## src/rtl/button_events_pkg.sv

```systemverilog
// Shared types for the debounced button event block: event codes and the
// per-button debounce state machine encoding.
package button_events_pkg;

  typedef enum logic [1:0] {
    EVT_NONE    = 2'd0,
    EVT_PRESS   = 2'd1,
    EVT_RELEASE = 2'd2,
    EVT_LONG    = 2'd3
  } evt_type_t;

  typedef enum logic [1:0] {
    RELEASED,
    PRESS_WAIT,
    PRESSED,
    RELEASE_WAIT
  } btn_state_t;

  function automatic int max_int(input int a, input int b);
    return (a > b) ? a : b;
  endfunction

endpackage

```

## src/rtl/button_debounce.sv

```systemverilog
// One button: 2-flop synchronizer, debounce/long-hold FSM and a single-entry
// event slot that the top-level arbiter drains.
module button_debounce
  import button_events_pkg::*;
#(
  parameter int DEBOUNCE_CYCLES = 4,
  parameter int LONG_CYCLES     = 16
) (
  input  logic       clk,
  input  logic       rst_n,
  input  logic       button_i,
  input  logic       slot_clear_i,
  output logic       slot_valid_o,
  output logic [1:0] slot_type_o,
  output logic       pressed_o
);

  localparam int CNT_MAX = max_int(DEBOUNCE_CYCLES, LONG_CYCLES);
  localparam int CW      = $clog2(CNT_MAX + 1);
  localparam logic [CW-1:0] DEB  = CW'(DEBOUNCE_CYCLES);
  localparam logic [CW-1:0] LONG = CW'(LONG_CYCLES);
  localparam logic [CW-1:0] ONE  = CW'(1);

  logic         meta;
  logic         sync;
  btn_state_t   state;
  logic [CW-1:0] cnt;
  logic         long_done;
  logic         slot_valid;
  evt_type_t    slot_type;
  logic         pressed;

  // NOTE: the synchronizer works on the inverted (active-high) button, so
  // resetting both flops to 0 means "released" rather than "pressed".
  always_ff @(posedge clk or negedge rst_n) begin
    if (!rst_n) begin
      meta <= 1'b0;
      sync <= 1'b0;
    end else begin
      meta <= ~button_i;
      sync <= meta;
    end
  end

  always_ff @(posedge clk or negedge rst_n) begin
    if (!rst_n) begin
      state      <= RELEASED;
      cnt        <= '0;
      long_done  <= 1'b0;
      slot_valid <= 1'b0;
      slot_type  <= EVT_NONE;
      pressed    <= 1'b0;
    end else begin
      // NOTE: the clear only arrives while the slot is full and commits only
      // happen while it is empty, so the later commit assignments never race it.
      if (slot_clear_i) slot_valid <= 1'b0;

      case (state)
        RELEASED: begin
          if (sync) begin
            state <= PRESS_WAIT;
            cnt   <= ONE;
          end
        end

        PRESS_WAIT: begin
          if (!sync) begin
            state <= RELEASED;
            cnt   <= '0;
          end else if (cnt < DEB) begin
            cnt <= cnt + ONE;
          end else if (!slot_valid) begin
            state      <= PRESSED;
            cnt        <= '0;
            long_done  <= 1'b0;
            slot_valid <= 1'b1;
            slot_type  <= EVT_PRESS;
            pressed    <= 1'b1;
          end
        end

        PRESSED: begin
          if (!sync) begin
            state <= RELEASE_WAIT;
            cnt   <= ONE;
          end else if (LONG_CYCLES > 0 && !long_done) begin
            if (cnt < LONG) begin
              cnt <= cnt + ONE;
            end else if (!slot_valid) begin
              slot_valid <= 1'b1;
              slot_type  <= EVT_LONG;
              long_done  <= 1'b1;
            end
          end
        end

        RELEASE_WAIT: begin
          // A bounce back to pressed restarts long timing unless LONG already fired.
          if (sync) begin
            state <= PRESSED;
            if (!long_done) cnt <= '0;
          end else if (cnt < DEB) begin
            cnt <= cnt + ONE;
          end else if (!slot_valid) begin
            state      <= RELEASED;
            cnt        <= '0;
            slot_valid <= 1'b1;
            slot_type  <= EVT_RELEASE;
            pressed    <= 1'b0;
          end
        end

        default: state <= RELEASED;
      endcase
    end
  end

  assign slot_valid_o = slot_valid;
  assign slot_type_o  = slot_type;
  assign pressed_o    = pressed;

endmodule

```

## src/rtl/button_events.sv

```systemverilog
// Debounced button events: one button_debounce per input, a fixed-priority
// arbiter over the event slots and a valid/ready output register.
module button_events
  import button_events_pkg::*;
#(
  parameter int NUM_BUTTONS     = 3,
  parameter int DEBOUNCE_CYCLES = 4,
  parameter int LONG_CYCLES     = 16
) (
  input  logic                           clk,
  input  logic                           rst_n,
  input  logic [NUM_BUTTONS-1:0]         button_i,
  output logic [NUM_BUTTONS-1:0]         pressed_o,
  output logic                           evt_valid_o,
  input  logic                           evt_ready_i,
  output logic [$clog2(NUM_BUTTONS)-1:0] evt_button_o,
  output logic [1:0]                     evt_type_o
);

  localparam int BW = $clog2(NUM_BUTTONS);

  logic [NUM_BUTTONS-1:0] slot_valid;
  logic [1:0]             slot_type [NUM_BUTTONS];
  logic [NUM_BUTTONS-1:0] slot_clear;

  for (genvar g = 0; g < NUM_BUTTONS; g++) begin : g_btn
    button_debounce #(
      .DEBOUNCE_CYCLES(DEBOUNCE_CYCLES),
      .LONG_CYCLES    (LONG_CYCLES)
    ) u_debounce (
      .clk         (clk),
      .rst_n       (rst_n),
      .button_i    (button_i[g]),
      .slot_clear_i(slot_clear[g]),
      .slot_valid_o(slot_valid[g]),
      .slot_type_o (slot_type[g]),
      .pressed_o   (pressed_o[g])
    );
  end

  logic          load;
  logic          sel_found;
  logic [BW-1:0] sel_idx;
  logic [1:0]    sel_type;

  // NOTE: every always_comb output gets a default before the loop so no latch
  // is inferred when no slot is full.
  always_comb begin
    load       = !evt_valid_o || evt_ready_i;
    sel_found  = 1'b0;
    sel_idx    = '0;
    sel_type   = EVT_NONE;
    slot_clear = '0;
    for (int i = 0; i < NUM_BUTTONS; i++) begin
      if (slot_valid[i] && !sel_found) begin
        sel_found     = 1'b1;
        sel_idx       = BW'(i);
        sel_type      = slot_type[i];
        slot_clear[i] = load;
      end
    end
  end

  // Holding the register while valid && !ready keeps button/type stable.
  always_ff @(posedge clk or negedge rst_n) begin
    if (!rst_n) begin
      evt_valid_o  <= 1'b0;
      evt_button_o <= '0;
      evt_type_o   <= EVT_NONE;
    end else if (load) begin
      evt_valid_o  <= sel_found;
      evt_button_o <= sel_idx;
      evt_type_o   <= sel_type;
    end
  end

endmodule

```

## config.mk

```make
export PLATFORM = sky130hd
export DESIGN_NAME = button_events
export DESIGN_NICKNAME = d
export VERILOG_FILES = /design/src/rtl/button_events_pkg.sv /design/src/rtl/button_debounce.sv /design/src/rtl/button_events.sv
export SDC_FILE = /design/constraint.sdc
export NUM_CORES = 1
export LEC_CHECK = 0
export CORE_UTILIZATION = 54
export CTS_CLUSTER_DIAMETER = 120
export DETAILED_ROUTE_END_ITERATION = 10
export HOLD_SLACK_MARGIN = 0.12
export PLACE_DENSITY = 0.74
export SLEW_MARGIN = 20
export SYNTH_ARGS = -nofsm -noshare
export SYNTH_HDL_FRONTEND = slang
export SYNTH_HIERARCHICAL = 1
export SYNTH_SLANG_ARGS = --single-unit
```

## constraint.sdc

```tcl
create_clock -name clk -period 1.5 [get_ports clk]
set_clock_uncertainty 0.1 [all_clocks]
set_input_delay 0.15 -clock clk [delete_from_list [all_inputs] [get_ports clk]]
set_output_delay 0.15 -clock clk [all_outputs]
set_load 0.03 [all_outputs]
```

-- Yosys cells after proc, flatten, opt, wreduce, memory -nomap -nowiden
Cells that the tools add are included.
- flip-flop bits (word level): 47
- bits of input ports: 6
- output and inout port bits: 8
- logic and storage cells: 299
- add/subtract/negate cells: 3
- order comparisons: 6
- eq/ne operators: 66
- muxes and demuxes: 161
- bitwise logic cells: 3
- reductions and logical operators: 33
- operators by type and width (kind ; number):
    5-bit two-way mux ; 27
    2-bit two-way mux ; 52
    1-bit two-way mux ; 64
    5-bit one-hot mux with 4 select lines ; 3
    2-bit inequality test, second input constant ; 27
    3-bit inequality test, second input constant ; 15
    11-bit AND reduction ; 3
    2-bit one-hot mux with 4 select lines ; 3
    7-bit AND reduction ; 3
    2-bit by 1-bit inequality test with 1-bit output, second input constant ; 9
    3-bit by 2-bit inequality test with 1-bit output, second input constant ; 6
    2-bit one-hot mux with 3 select lines ; 3
    6-bit AND reduction ; 3
    5-bit by 1-bit adder with 5-bit output, second input constant ; 3
    5-bit by 3-bit less-than comparator with 1-bit output, second input constant ; 3
    5-bit less-than comparator, second input constant ; 3
    5-bit AND reduction ; 3
    2-bit == test, second input constant ; 6
    1-bit one-hot mux with 2 select lines ; 6
    4-bit AND reduction ; 3
    2-bit nonzero test ; 6
    1-bit one-hot mux with 3 select lines ; 3
    3-bit nonzero test ; 3
    2-bit by 1-bit == test with 1-bit output, second input constant ; 3
    5 further kinds ; 12

-- Depth between registers and ports, before layout
- depth after elaboration: 13
- depth in mapped cells: 6
- mapped depth without buffers: 5

-- Modules after synthesis
The synthesis kept the hierarchy.
- modules (own cells, without submodules) (module ; instances ; cells an instance ; area an instance (um^2) ; seq. area each (um^2)):
    button_debounce (g_btn[1].u_debounce ...) ; 2 ; 95 ; 867.1 ; 350.3
    button_debounce (g_btn[0].u_debounce) ; 1 ; 92 ; 875.8 ; 350.3
    button_events ; 1 ; 25 ; 262.8 ; 125.1

-- Worst setup path after synthesis
Ideal clock, no wire load.
- path type: register -> register
- from: reg (tool-made name)
- to: reg g_btn[0].u_debounce.cnt[1]
- setup time: 0.122 ns
- arrival time: 1.298 ns
- slack: -0.020 ns
- cell stages (with the launch flop): 6
- clock period less this slack: 1.520 ns
- path through: dfrtp_1 -> buf_2 -> xnor2_2 -> nor3_1 -> or3_1 -> a32o_1
- RTL lines (item ; RTL line ; RTL):
    end signal, assigned ; button_debounce.sv:71 ; cnt <= cnt + ONE;
    end signal, assigned ; button_debounce.sv:88 ; cnt <= cnt + ONE;
    end signal, assigned ; button_debounce.sv:103 ; cnt <= cnt + ONE;
    end, declared ; button_debounce.sv:27 ; logic [CW-1:0] cnt;

==> metrics.yaml <==
power_w: 0.00530
start_kind: "flip-flop"
track_usage_pct: 25.2
grt_overflow: 0
pwr-share-clk_pct: 15.4
final_net_count: 381
antenna_found_initial: 0
multiInputGateArea_um2: 1800
worstSetupEndpoint: "g_btn[0].u_debounce/cnt[1]$_DFFE_PN0P_"
cts.clk_slew.worst_paths_ps: 80
async_flop_share_pct: 100
crit_fanout: 6
antenna_left: 0
place_area_um2: 3340
arrival_ps: 1710
vias_per_cell: 6.06
grt_start_max_net_pins: 17
io_pins: 14
synth_cell_type_count: 57
cts_root_buf: "clkbuf_8"
max_freq_ghz: 0.613
hold_violations: 0
reg2reg_slack_ps: -130
p_leak_nw: 1.71
synth-edff-count: 0
syn2layout_area_growth_pct: 35.2
ys.flop_type: "dfrtp_1"
drc: 0
maxSlewHeadroom_pct: 72.3
tightest_slew_ps: 414
cts_buffer_depth: 2
synth_warnings: 6
grt_pass1_vias: 2458
failed_checks: "negative setup slack"
start_util_pct: 56.2
insertion_delay_ps: 290
synth_nets: 316
p_comb_share_pct: 48.9
status: "complete, but fails checks"
cp-end-kind: "flip-flop"
drive_above_1_share_pct: 41.3
dp_hpwl_um: 4660
drt-initial-drc-count: 247
syn_avg_cell_area_um2: 9.36
switching_share_pct: 38.4
internal-power_w: 0.00326
num_vias: 2684
numPortBuffers: 13
timing.rr.end: "g_btn[0].u_debounce/cnt[1]$_DFFE_PN0P_"
setup_ws_ps: -131
seq_area_frac_synth_pct: 40.9
power.switching_w: 0.00203
htreeDepth: 2
synth.top_cell.area_share_pct: 40.9
dr.pass1.iters: 7
powerDensity_nw_per_um2: 1360
synth_top_area_cell: "dfrtp_1"
rows: 26
cts_tree: "yes"
fin_crit_sh_pct: 109
fill_cells: 338
crit_type: "reg -> reg"
gp_congestion: 0.879
rsz0062_at_grt: "true"
drv_cap: 0
syn_area_um2: 2870
ys_ff_latch: 47
timing.hold.ws_ps: 132
finalWirelength_um: 7290
cts_inserted_buffers: 5
hold_path.class: "in -> async"
crit_required_ps: 1580
grt_pass1_wl_um: 10900
max-vdd-ir-drop_mv: 0.648
regArea_um2: 1190
antenna_cells: 0
core_area_um2: 5110
synthTopCellsByArea: "dfrtp_1 (41%), o221ai_1 (4.0%), nand2_1 (3.5%)"
p_seq_share_pct: 35.7
wl_per_cell_um: 16.4
layout_commonest_cell: "buf_4"
final_cell_mix: "buf_4 (49), dfrtp_1 (32), nor2_1 (22), nand2_1 (22), dfrtp_2 (15)"
die_h_um: 74.9
rr_worst_depth: 5
final_cell_area_um2: 3880
drv_slew: 0
finalCriticalPeriod_ps: 1630
dieArea_um2: 5620
clock_sinks: 47
finalSetupViolations: 11
die_w_um: 74.9
netlist_instances: 307
[cells in the mapped netlist (all sizes together), types with 3 or more instances]
library cell / number
ha: 3
o22ai: 3
or3: 7
nor2b: 5
a21boi: 5
nand3: 5
o221ai: 13
and3: 6
nor3b: 6
o31ai: 3
inv: 14
o21ai: 18
a31oi: 5
a21o: 8
o32ai: 3
nor3: 5
dfrtp: 47
xnor2: 3
nand2: 27
a221oi: 3
or2: 4
nand2b: 8
a32o: 9
a31o: 4
a21oi: 15
buf: 17
o22a: 3
and3b: 8
nor2: 23
[cell type report]
class                   instances  area share (%)
flip-flops and latches         47            30.8
inverters                      14            1.35
repair buffers                 77            16.7
clock buffers                   8            2.58
well taps                      70            2.25
multi-input cells             227            46.3
[stage by stage]
stage / setup TNS [ps] / setup slack [ps] / utilization (%) / cells
global route: -1260 / -162 / 76.1 / 443
CTS: -99.8 / -32.5 / 69.8 / 436
floorplan: 0 / 0.895 / - / 307
detailed placement: -877 / -126 / 65.4 / 421
finish: -458 / -131 / 76.1 / 443
global placement: -452 / -58.7 / 65.4 / 421
[sequential cells by signal, indices dropped and copies added (netlist names), named ones only]
signal / cells
g_btn.u_debounce/pressed_o: 3
g_btn.u_debounce/long_done: 3
g_btn.u_debounce/state: 3
evt_type_o: 2
evt_valid_o: 1
evt_button_o: 2
g_btn.u_debounce/meta: 3
g_btn.u_debounce/slot_type_o: 6
g_btn.u_debounce/cnt: 15
g_btn.u_debounce/slot_valid_o: 3
g_btn.u_debounce/sync: 3
[worst max-delay path, cell delays in order (launching register included)]
cell and delay (ps):
dfrtp_2 460, buf_4 170, xnor2_4 180, nor3_2 90, or3_1 320, a32o_1 210
[worst min path at each step]
stage / from / to / slack (ps) / depth (start not counted)
finish: rst_n / g_btn[2].u_debounce/long_done$_DFFE_PN0P_ / 130 / 2
global route: rst_n / g_btn[2].u_debounce/long_done$_DFFE_PN0P_ / 160 / 2
CTS: rst_n / async pin / 140 / 2
detailed placement: rst_n / async pin / -80 / 1
global placement: rst_n / g_btn[2].u_debounce/long_done$_DFFE_PN0P_ / -80 / 1
floorplan: rst_n / evt_button_o[0]$_DFFE_PN0N_ / -250 / 0
[layer usage]
| metal | up-vias | GRT usage [%] | wire (µm) |
|---|---|---|---|
| li1 | 1285 | - | - |
| met5 | - | 0 | 0 |
| met1 | 1323 | 35.0 | 3300 |
| met4 | 0 | 6.08 | 31 |
| met2 | 72 | 40.7 | 3670 |
| met3 | 4 | 4.95 | 282 |
[cells by family after synthesis]
kind of cell	Yosys count	share of synthesized area, %
AND/OR/NAND/NOR	121	25.1
AO/OA/AOI/OAI	100	25.5
flip-flops	47	40.9
buffers and inverters	33	6.01
XOR/XNOR	3	1.18
adder cells (fa/ha/maj)	3	1.31
[power groups by stage]
| stage | registers, W | logic, W | clock network, W |
|---|---|---|---|
| 2_1_floorplan | 0.00185 | 0.00127 | 0 |
| 3_3_place_gp | 0.00188 | 0.00200 | 0 |
| 3_5_place_dp | 0.00189 | 0.00204 | 0 |
| 4_1_cts | 0.00187 | 0.00214 | 0.000839 |
| 5_1_grt | 0.00194 | 0.00281 | 0.000894 |
| 6_report | 0.00189 | 0.00259 | 0.000817 |
[timing repair]
action / in CTS / in global routing
setup buffers: 6 / 9
pin swaps: 1 / 26
endpoints found under the hold margin: 47 / 0
gates resized for setup: 37 / 70
setup endpoints to repair: 28 / 29
hold buffers: 1 / 0
Note: power is estimated with default switching activity, not from simulation.
